==> src/rtl/newton_div_arbiter.sv <==
// Round-robin front end sharing one Newton-Raphson divider between NREQ requesters (NORM_CHECK_EN adds reject of unnormalized operands).
// Latency: gnt one cycle after req, done six cycles after req with a 3-iteration divider (two when rejected).
// Backpressure: requesters hold req until gnt; no new grant is issued until the current result returns.
module newton_div_arbiter #(
    parameter int NREQ = 4,
    parameter int IDW  = 2
) (
    input  logic                 clk,
    input  logic                 clr,
    input  logic [NREQ-1:0]      req,
    input  logic [32*NREQ-1:0]   a_in,
    input  logic [32*NREQ-1:0]   b_in,
    output logic [NREQ-1:0]      gnt,
    output logic                 done,
    output logic [IDW-1:0]       done_id,
    output logic [31:0]          q_out,
    output logic                 err,
    output logic [31:0]          div_a,
    output logic [31:0]          div_b,
    output logic                 div_start,
    input  logic                 div_busy,
    input  logic                 div_ready,
    input  logic [31:0]          div_q
);

`ifdef NORM_CHECK_EN
    typedef enum logic [1:0] {IDLE, ISSUE, WAIT, REJECT} state_t;
`else
    typedef enum logic [1:0] {IDLE, ISSUE, WAIT} state_t;
`endif

    state_t         state;
    logic [IDW-1:0] rr_ptr;
    logic [IDW-1:0] id;
    logic [IDW-1:0] sel;
    logic [IDW-1:0] idx;
    logic           any_req;
    logic [31:0]    a_sel;
    logic [31:0]    b_sel;
    logic [31:0]    op_a;
    logic [31:0]    op_b;

    // Scan downward so the last hit is the first requester at or after rr_ptr.
    always_comb begin
        sel     = '0;
        idx     = '0;
        any_req = 1'b0;
        for (int k = NREQ - 1; k >= 0; k--) begin
            idx = IDW'((int'(rr_ptr) + k) % NREQ);
            if (req[idx]) begin
                sel     = idx;
                any_req = 1'b1;
            end
        end
    end

    always_comb begin
        a_sel = '0;
        b_sel = '0;
        for (int k = 0; k < NREQ; k++) begin
            if (sel == IDW'(k)) begin
                a_sel = a_in[k*32 +: 32];
                b_sel = b_in[k*32 +: 32];
            end
        end
    end

`ifdef NORM_CHECK_EN
    logic norm_bad;
    logic err_q;
    assign norm_bad = ~a_sel[31] | ~b_sel[31];
    assign err      = err_q;
`else
    assign err = 1'b0;
`endif

    always_ff @(posedge clk) begin
        if (clr) begin
            state   <= IDLE;
            rr_ptr  <= '0;
            id      <= '0;
            gnt     <= '0;
            done    <= 1'b0;
            done_id <= '0;
            q_out   <= '0;
            op_a    <= '0;
            op_b    <= '0;
`ifdef NORM_CHECK_EN
            err_q   <= 1'b0;
`endif
        end else begin
            gnt  <= '0;
            done <= 1'b0;
            case (state)
                IDLE: begin
                    if (any_req) begin
                        gnt    <= NREQ'(1) << sel;
                        op_a   <= a_sel;
                        op_b   <= b_sel;
                        id     <= sel;
                        rr_ptr <= (sel == IDW'(NREQ - 1)) ? '0 : sel + IDW'(1);
`ifdef NORM_CHECK_EN
                        state  <= norm_bad ? REJECT : ISSUE;
`else
                        state  <= ISSUE;
`endif
                    end
                end
                ISSUE: state <= WAIT;
                // div_ready lingers from the previous operation; busy low qualifies it.
                WAIT: begin
                    if (div_ready && !div_busy) begin
                        q_out   <= div_q;
                        done    <= 1'b1;
                        done_id <= id;
`ifdef NORM_CHECK_EN
                        err_q   <= 1'b0;
`endif
                        state   <= IDLE;
                    end
                end
`ifdef NORM_CHECK_EN
                REJECT: begin
                    q_out   <= '0;
                    done    <= 1'b1;
                    done_id <= id;
                    err_q   <= 1'b1;
                    state   <= IDLE;
                end
`endif
                default: state <= IDLE;
            endcase
        end
    end

    assign div_start = (state == ISSUE) && !clr;
    assign div_a     = op_a;
    assign div_b     = op_b;

endmodule

==> config.mk <==
export PLATFORM = sky130hd
export DESIGN_NAME = newton_div_arbiter
export DESIGN_NICKNAME = d
export VERILOG_FILES = /design/src/rtl/newton_div_arbiter.sv
export SDC_FILE = /design/constraint.sdc
export NUM_CORES = 1
export LEC_CHECK = 0
export ABC_CLOCK_PERIOD_IN_PS = 5800
export BUFFER_PORTS_ARGS = -buffer_cell sky130_fd_sc_hd__buf_2
export CORE_AREA = 2 2 158 160
export DETAILED_ROUTE_END_ITERATION = 8
export DIE_AREA = 0 0 160 162
export GPL_TIMING_DRIVEN = 0
export PLACE_DENSITY = 0.5
export SLEW_MARGIN = 20
export SYNTH_ARGS = -nofsm -noshare
export SYNTH_HDL_FRONTEND = slang
export SYNTH_SLANG_ARGS = --single-unit
==> constraint.sdc <==
create_clock -name clk -period 5.8 [get_ports clk]
set_input_delay 0.87 -clock clk [delete_from_list [all_inputs] [get_ports clk]]
set_output_delay 0.87 -clock clk [all_outputs]
set_load 0.03 [all_outputs]
* After elaboration in Yosys (flattened, before gate mapping) *
Index checks and enable logic that the tools add are counted.

storage, ports and cells
  bits in registers = 109
  bits of input ports = 296
  word-level logic and storage cells = 68
  output and inout port bits = 105

operators by class
  bitwise gates (word level) = 3
  add/sub/neg operators = 4
  muxes and demuxes = 29
  $lt $le $gt $ge = 4
  reductions and logical operators = 11
  shift operators = 1
  eq/ne operators = 7

operators by type and width
  operator             count
  $mux 32              8
  $mux 2               7
  $lt 2x3->1 const B   4
  $mux 1               9
  $bmux 1 s2           4
  $eq 2x2->1 const B   3
  $pmux 2 s3           1
  $reduce_and 2->1     3
  $add 2x1->2 const B  2
  $add 2x2->2 const B  2
  $eq 2x1->1 const B   2
  $logic_not 2->1      2
  $ne 2x2->1 const B   2
  $shl 1x2->4 const A  1
  $not 1->1            3
  $reduce_or 3->1      1
  $logic_and 1x1->1    2
  $logic_not 1->1      2
  $reduce_or 2->1      1

* Logic depth before layout (Yosys ltp) *
Gate-level depths: netlist of run 1.

  depth after elaboration = 12
  depth in mapped cells = 11
  gate-level depth less buffers = 9

* Least setup slack after synthesis of run 1 *
OpenSTA, ideal clock, no wires.

  path type = input -> register
  from = input port req[2]
  to = register op_a[21], in the netlist div_a[21]
  required time = 5659 ps
  stages on the path = 10
  setup slack = 2944 ps
  setup time = 141 ps
  arrival time = 2716 ps
  buffers on the path = 2
  cells stage by stage = nor2b_1 > nor3b_1 > o22ai_1 > inv_1 > ha_1 > buf_2 > clkbuf_1 > a221o_1 > a221oi_2 > nor3_2

on the way
  longest elaborated chain between the ends = 11
  elaborated cells between the ends (all ways) = 25
  classes of those cells = eq/ne: 3; mux: 20; reduce/logical: 2

RTL lines
  item                          RTL line  RTL
  from (decl)                   10        input logic [NREQ-1:0] req,
  $bmux 1 s2                    50        if (req[idx]) begin
  $mux 1 (not written as such)  50
  $mux 2 (3 in series)          50
  $mux 2 *                      50
  named net sel[0]              35        logic [IDW-1:0] sel;
  $logic_not 2->1               61        if (sel == IDW'(k)) begin
  $mux 32 (3 in series)         61
  $mux 32 *                     61
  to (signal assigned)          98        op_a <= a_sel;
  to (decl)                     40        logic [31:0] op_a;

The timed path passes the listed nets; every way through them passes the cells marked *. The select of a mux whose other input is x is not followed.
A chain may end at the register's enable or synchronous reset.

* Final worst setup path of run 1 *
  from = input port req[0]
  to = register op_b[27], in the netlist div_b[27]

on the way
  longest elaborated chain between the ends = 11
  elaborated cells between the ends (all ways) = 25
  classes of those cells = eq/ne: 3; mux: 20; reduce/logical: 2

RTL lines
  item                          RTL line  RTL
  $bmux 1 s2                    50
  $mux 1 (not written as such)  50
  $mux 2 (3 in series)          50
  $mux 2 *                      50
  named net sel[0]              35
  $logic_not 2->1               61
  $mux 32 (3 in series)         61
  $mux 32 *                     61
  to (signal assigned)          99        op_b <= b_sel;
  to (decl)                     41        logic [31:0] op_b;

Marked as above.

==> results of run 1 <==
## state kept, by name, summed over array words and instances, names as in the netlist
| register | count |
|---|---|
| gnt | 4 |
| q_out | 32 |
| done_id | 2 |
| rr_ptr | 2 |
| div_a | 32 |
| done | 1 |
| state | 2 |
| id | 2 |
| div_b | 32 |
## layout by cell type, fill, tap and decap left out, drive strengths merged, types with 2 or more instances in the layout
| cell type | instances |
|---|---|
| bufinv | 2 |
| inv | 69 |
| nor3 | 66 |
| dfxtp | 109 |
| nor2b | 6 |
| a21oi | 101 |
| nand2 | 71 |
| a21o | 2 |
| nor3b | 4 |
| nor2 | 69 |
| ha | 4 |
| clkbuf | 56 |
| buf | 426 |
| a221oi | 64 |
| o21ai | 2 |
| and3 | 4 |
| a221o | 63 |
## power by group
group	leakage [nW]	total [mW]	internal, mW	switching [mW]
Combinational	3.17	1.40	0.517	0.888
Sequential	0.896	0.910	0.856	0.0541
Clock	0.153	0.681	0.381	0.300
## kinds of logic (layout without fill, tap and decap cells)
logic type,Yosys count,in the layout,share of synthesized area [%]
other,1,2,0.0620
flip-flops,109,109,36.1
AO/OA/AOI/OAI,236,236,33.2
buffers and inverters,142,555,9.93
AND/OR/NAND/NOR,224,224,19.9
adder cells (fa/ha/maj),4,4,0.827
## worst min-delay path, cell delays in order (launching register included)
cell and delay [ps]:
dfxtp_1 310, nand2_1 50, a21oi_1 50
## synth_stat cells
cell type	instances
dfxtp_1	109
buf_4	2
nor3_1	25
o21ai_0	2
clkbuf_1	47
a211oi_1	1
nor2_1	68
conb_1	1
o22ai_1	1
o32ai_2	1
and3_1	4
nor3b_2	1
nand3b_1	1
nor3b_1	3
nor4_2	1
buf_6	5
ha_1	4
buf_1	3
nor2b_1	6
a21oi_1	101
nor2_4	1
a21o_1	2
a221oi_1	24
or3_4	1
a221oi_2	40
nor3_2	41
a21boi_0	1
inv_1	67
a221o_1	63
nand2_1	71
nand2b_1	1
buf_2	18
## layout make-up
type	count	area, µm²
clock inverter	6	93.8
multi-input combinational	465	3270
buffer	75	349
inverter	67	251
antenna	1	2.50
clock buffer	9	225
timing repair buffer	398	1990
sequential	109	2180
fill	2684	15300
tap	324	405
## worst max-delay path by stage
stage,start,slack [ps],depth (start not counted),endpoint
2_1_floorplan,req[2],2940,10,div_a[21]
5_1_grt,req[2],2170,11,div_b[28]
6_report,req[0],2380,11,div_b[27]
3_5_place_dp,req[2],1970,11,div_b[27]
3_3_place_gp,req[2],2050,11,div_b[27]
4_1_cts,req[2],2370,11,div_b[27]
## layer usage
| layer | routed length, µm | up-vias | share of wire [%] | global-route usage (%) |
|---|---|---|---|---|
| li1 | - | 3418 | - | - |
| met1 | 11200 | 3292 | 40 | 24.1 |
| met2 | 14200 | 290 | 51 | 37.9 |
| met3 | 1870 | 31 | 6.7 | 4.70 |
| met4 | 491 | 2 | 1.8 | 5.49 |
| met5 | 13 | - | 0.047 | 0 |
## metrics by stage
step                hold WS [ps]  power, mW  cell area (µm²)  setup WS (ps)
floorplan                    427       1.86             6050           2940
global placement             441       2.33             8450           2050
detailed placement           444       2.34             8450           1970
CTS                          455       3.03             8770           2370
global route                 466       3.17             8770           2170
finish                       452       3.00             8770           2380
==> impl_metrics.json, run 1 <==
{
  "path_delay_family": "buffers and inverters",
  "grt_max_degree": 19,
  "status": "finished, final reports clean",
  "synth_area_per_cell_um2": 8.45,
  "finalSetupViolations": 0,
  "hold_buffers": 0,
  "finalCriticalPeriod_ps": 3420,
  "synth_top_area_cell": "dfxtp_1",
  "drt-initial-drc-count": 405,
  "grt_pass1_vias": 6988,
  "fin_cells": 1454,
  "worstMarginPinSlew_ps": 819,
  "r2r_setup_slack_ps": 2710,
  "h-tree-depth": 3,
  "maxSlewViolCount": 0,
  "crit_path_max_incr_delay_ps": 660,
  "path_max_fanout": 10,
  "hold_class": "flip-flop to flip-flop",
  "fin_skew_ps": 6.62,
  "dieHeight_um": 162,
  "cp.arrival_ps": 3640,
  "finalNetCount": 1425,
  "timing.final.crit_share_pct": 59.0,
  "drc": 0,
  "clock_sinks": 109,
  "power.leakage_nw": 4.22,
  "first_pass_iters": 5,
  "min_delay_path_depth": 2,
  "placed_cells_incl_taps": 1438,
  "start_util_pct": 25.1,
  "hold_viol": 0,
  "grtUsageTotal_pct": 20.6,
  "fin_util_pct": 36.4,
  "cts_made_buffers": 9,
  "max_cap_viol_count": 0,
  "core_mm2": 0.0241,
  "syn_to_final_growth_pct": 44.9,
  "ios": 401,
  "insertion_delay_ps": 360,
  "die_area_mm2": 0.0259,
  "num_rows": 57,
  "syn-num-nets": 1016,
  "gp_congestion": 0.836,
  "timing.setup.tns_ps": 0,
  "io_buffers": 398,
  "place.detailed.hpwl_um": 22000,
  "postSynthCellCount": 716,
  "cp-start-kind": "primary input",
  "rsz0062_at_grt": "no",
  "timing.fmax_mhz": 292,
  "vdd_drop_max_mv": 0.113,
  "ys_warn_count": 0,
  "antenna_found_initial": 1,
  "drive_above_1_share_pct": 46.4,
  "critPathBufInv": 4,
  "hold_end": "q_out[29]",
  "r2r-end": "div_b[27]",
  "postRouteAntennaNets": 0,
  "synth_top_area_share_pct": 36.1,
  "avgViaCountPerCell": 4.84,
  "synth_cell_types": 32,
  "power.density_mw_per_mm2": 342,
  "synth.top_cells.by_area": "dfxtp_1, a221o_1, a221oi_2, a21oi_1, nor3_2",
  "synth_seq_area_share_pct": 36.1,
  "postCtsSetupRepairBufs": 0,
  "cts.clk_slew.worst_paths_ps": 80,
  "cp_cell_sequence": "buf_2, nor2b_1, nor3_1, o22ai_1, inv_1, ha_1, clkbuf_1, clkbuf_1, a21oi_1, a221oi_1, nor3_1",
  "num_vias": 7033,
  "synth_area_mm2": 0.00605,
  "ys_ff_latch": 109,
  "slew_headroom_pct": 45.4,
  "min_from": "q_out[29]",
  "wl_per_cell_um": 19.1,
  "cts_tree": "built",
  "grt_overflow": 0,
  "cts-resized-gates": 0,
  "reg2reg_depth": 10,
  "die_w_um": 160,
  "cts-root-buf": "clkbuf_16",
  "cts.path.max_buffers": 2,
  "worstPathRequired_ps": 6020,
  "timing.rr.start": "rr_ptr[0]",
  "grt_first_pass_wirelength_um": 40900,
  "crit_type": "primary input to flip-flop",
  "wirelength_um": 27800,
  "critPathSlowestCell": "clkbuf_1",
  "end_kind": "flip-flop"
}
(Power assumes the default switching activity.)
==> run 2: changes to the inputs <==
--- a/config.mk
+++ b/config.mk
@@ -5,13 +5,14 @@
 export SDC_FILE = /design/constraint.sdc
 export NUM_CORES = 1
 export LEC_CHECK = 0
-export ABC_CLOCK_PERIOD_IN_PS = 5800
+export ABC_AREA = 1
+export ABC_CLOCK_PERIOD_IN_PS = 2900
 export BUFFER_PORTS_ARGS = -buffer_cell sky130_fd_sc_hd__buf_2
-export CORE_AREA = 2 2 158 160
+export CORE_AREA = 2 2 154 156
 export DETAILED_ROUTE_END_ITERATION = 8
-export DIE_AREA = 0 0 160 162
+export DIE_AREA = 0 0 156 158
 export GPL_TIMING_DRIVEN = 0
-export PLACE_DENSITY = 0.5
+export PLACE_DENSITY = 0.54
 export SLEW_MARGIN = 20
 export SYNTH_ARGS = -nofsm -noshare
 export SYNTH_HDL_FRONTEND = slang
==> constraint.sdc (replaced) <==
create_clock -name clk -period 2.9 [get_ports clk]
set_input_delay 0.435 -clock clk [delete_from_list [all_inputs] [get_ports clk]]
set_output_delay 0.435 -clock clk [all_outputs]
set_load 0.03 [all_outputs]
==> run 2 against run 1 <==
Net effect:
- routed wire length down 7.6%
- non-clock buffer count did not move
- clock skew grew 4.5 ps
- first-iteration DRC count decreased by 21%
- combinational power rose to 6.0 times the previous value
- power grew to 3.9 times the previous value
- synthesized area shrank 0.70%
==> impl_metrics.json, run 2 <==
{
  "final_common_cell": "buf_2",
  "timing.fmax_mhz": 378,
  "drc": 0,
  "die_w_um": 156,
  "synth_edf_count": 0,
  "worstPathRequired_ps": 3190,
  "cp.arrival_ps": 2940,
  "syn-num-nets": 1252,
  "slew_headroom_pct": 62.7,
  "wl_per_cell_um": 15.5,
  "hold_buffers": 0,
  "synth_seq_area_share_pct": 36.3,
  "setup_ws_ps": 252,
  "register_area_mm2": 0.00218,
  "end_kind": "flip-flop",
  "cts.path.max_buffers": 2,
  "finalSetupViolations": 0,
  "ys_warn_count": 0,
  "grt_max_degree": 19,
  "finalCriticalPeriod_ps": 2650,
  "postSynthCellCount": 952,
  "status": "finished, final reports clean",
  "postPlaceCellArea_mm2": 0.00837,
  "timing.final.crit_share_pct": 91.3,
  "place.detailed.hpwl_um": 20600,
  "antenna_found_initial": 3,
  "design_area_mm2": 0.00880,
  "die_area_mm2": 0.0246,
  "grt_pass1_vias": 6995,
  "multi_input_area_mm2": 0.00340,
  "dieHeight_um": 158,
  "syn_to_final_growth_pct": 46.4,
  "vdd_drop_max_mv": 0.585,
  "fin_util_pct": 38.2,
  "synth_area_per_cell_um2": 6.31,
  "drive_above_1_share_pct": 38.1,
  "n_fill_cell": 2614,
  "synth_cell_types": 25,
  "synth_top_area_share_pct": 36.3,
  "cts.clk_slew.worst_paths_ps": 80,
  "fin_skew_ps": 11.1,
  "worstMarginPinSlew_ps": 560,
  "yosysMostFrequentCell": "nand2_1",
  "clock_sinks": 109,
  "synthArstFlopShare_pct": 0,
  "hold_viol": 0,
  "pre_cts_slack_ps": -670,
  "ios": 401,
  "cts-root-buf": "clkbuf_16",
  "synthFlopType": "dfxtp_1",
  "io_buffers": 399,
  "whs_ps": 339,
  "grt_first_pass_wirelength_um": 37900,
  "hold_class": "primary input to flip-flop",
  "cts_made_buffers": 9,
  "postRouteAntennaNets": 0,
  "power.leakage_nw": 4.44,
  "h-tree-depth": 3,
  "synth.top_cells.by_area": "dfxtp_1, o21ai_0, nand2_1, nor2_1, a21oi_1",
  "fin_total_pwr_mw": 11.7,
  "num_vias": 7618,
  "grtUsageTotal_pct": 19.8,
  "max_cap_viol_count": 0,
  "synth_area_mm2": 0.00601,
  "grt_overflow": 0,
  "start_util_pct": 26.1,
  "drt-initial-drc-count": 318,
  "power.density_mw_per_mm2": 1330,
  "synthTopCellsByCount": "nand2_1, o21ai_0, nor2_1",
  "crit_type": "flip-flop to flip-flop",
  "path_max_fanout": 10,
  "final_cell_mix": "buf_2, nand2_1, o21ai_0",
  "maxSlewViolCount": 0,
  "core_mm2": 0.0231,
  "gp_congestion": 0.848,
  "cts_tree": "built",
  "ys_ff_latch": 109,
  "insertion_delay_ps": 350,
  "cp-start-kind": "flip-flop",
  "wirelength_um": 25700,
  "avgViaCountPerCell": 4.59,
  "synth_top_area_cell": "dfxtp_1",
  "first_pass_iters": 4,
  "num_rows": 56,
  "finalNetCount": 1664
}
run 2: changes by cell type after synthesis, sizes merged, moves of 3 or more:
cell / change
a21oi: -35
a221o: -63
a221oi: -64
and3: -4
clkbuf: -4
clkinv: +3
inv: -52
nand2: +159
nand3: +8
nor2: +144
nor2b: -6
nor3: -66
nor3b: -4
o21ai: +229
run 2: cells by family (layout without fill, tap and decap cells):
family / Yosys count / after routing / synth area share (%)
flops: 109 / 109 / 36.3
buf+inv: 90 / 506 / 7.37
fa+ha+maj: 4 / 4 / 0.833
other cells: 1 / 3 / 0.0624
simple gates: 451 / 451 / 30.6
compound gates: 297 / 297 / 24.8
run 2: routing by layer:
layer / GRT usage (%) / up-vias / wire (µm)
met2: 34.3 / 292 / 12400
met4: 7.30 / 2 / 665
met1: 23.9 / 3351 / 10900
met5: 0 / - / 16
li1: - / 3931 / -
met3: 4.95 / 42 / 1710
run 2: worst max-delay path: stages (launching register included):
cell     delay, ps
dfxtp_1        310
buf_6          140
inv_4           70
nand2_1         60
nand2_1         90
nand2_2         80
nand3_2         90
nor2_1          50
o21ai_2        260
inv_2          100
ha_2           210
nor2_4         200
buf_6          150
buf_4          160
nand2_1         60
nand2_1         50
o21ai_0         80
o21ai_0        180
o21ai_1        130
nor2_1         110
run 2: cell type report:
class	instances	area share [%]
antenna	2	0.0569
buffer	70	5.01
clock buffer	9	2.56
clock inverter	6	0.541
inverter	18	0.868
multi-input combinational	753	38.7
sequential	109	24.8
tap	290	4.13
timing repair buffer	403	23.4
run 2: worst paths after layout:
check / startpoint / to / slack, ps / cells after the start
worst max-delay path: rr_ptr[0] / div_a[10] / 250 / 19
worst min-delay path: div_q[7] / q_out[7] / 340 / 3
worst max register to register: rr_ptr[0] / div_a[10] / 250 / 19
worst min register to register: id[1] / id[1] / 470 / 2
run 2: report_power, final:
part / internal [mW] / switching, mW
logic: 2.93 / 5.41
registers: 1.94 / 0.236
clock network: 0.587 / 0.595
total: 5.45 / 6.24
run 2: what timing repair did:
| item | in CTS | in global routing |
|---|---|---|
| pin swaps | 1 | 7 |
| setup buffers | 3 | 1 |
| setup endpoints to repair | 64 | 64 |
| resized for setup | 22 | 58 |
| cloned | 0 | 0 |
| endpoints found under the hold margin | 0 | 0 |
run 2: per-stage QoR:
stage	cells	setup TNS [ps]
finish	1660	0
global route	1660	-10.8
CTS	1658	0
detailed placement	1641	-26680
global placement	1641	-25080
floorplan	952	0
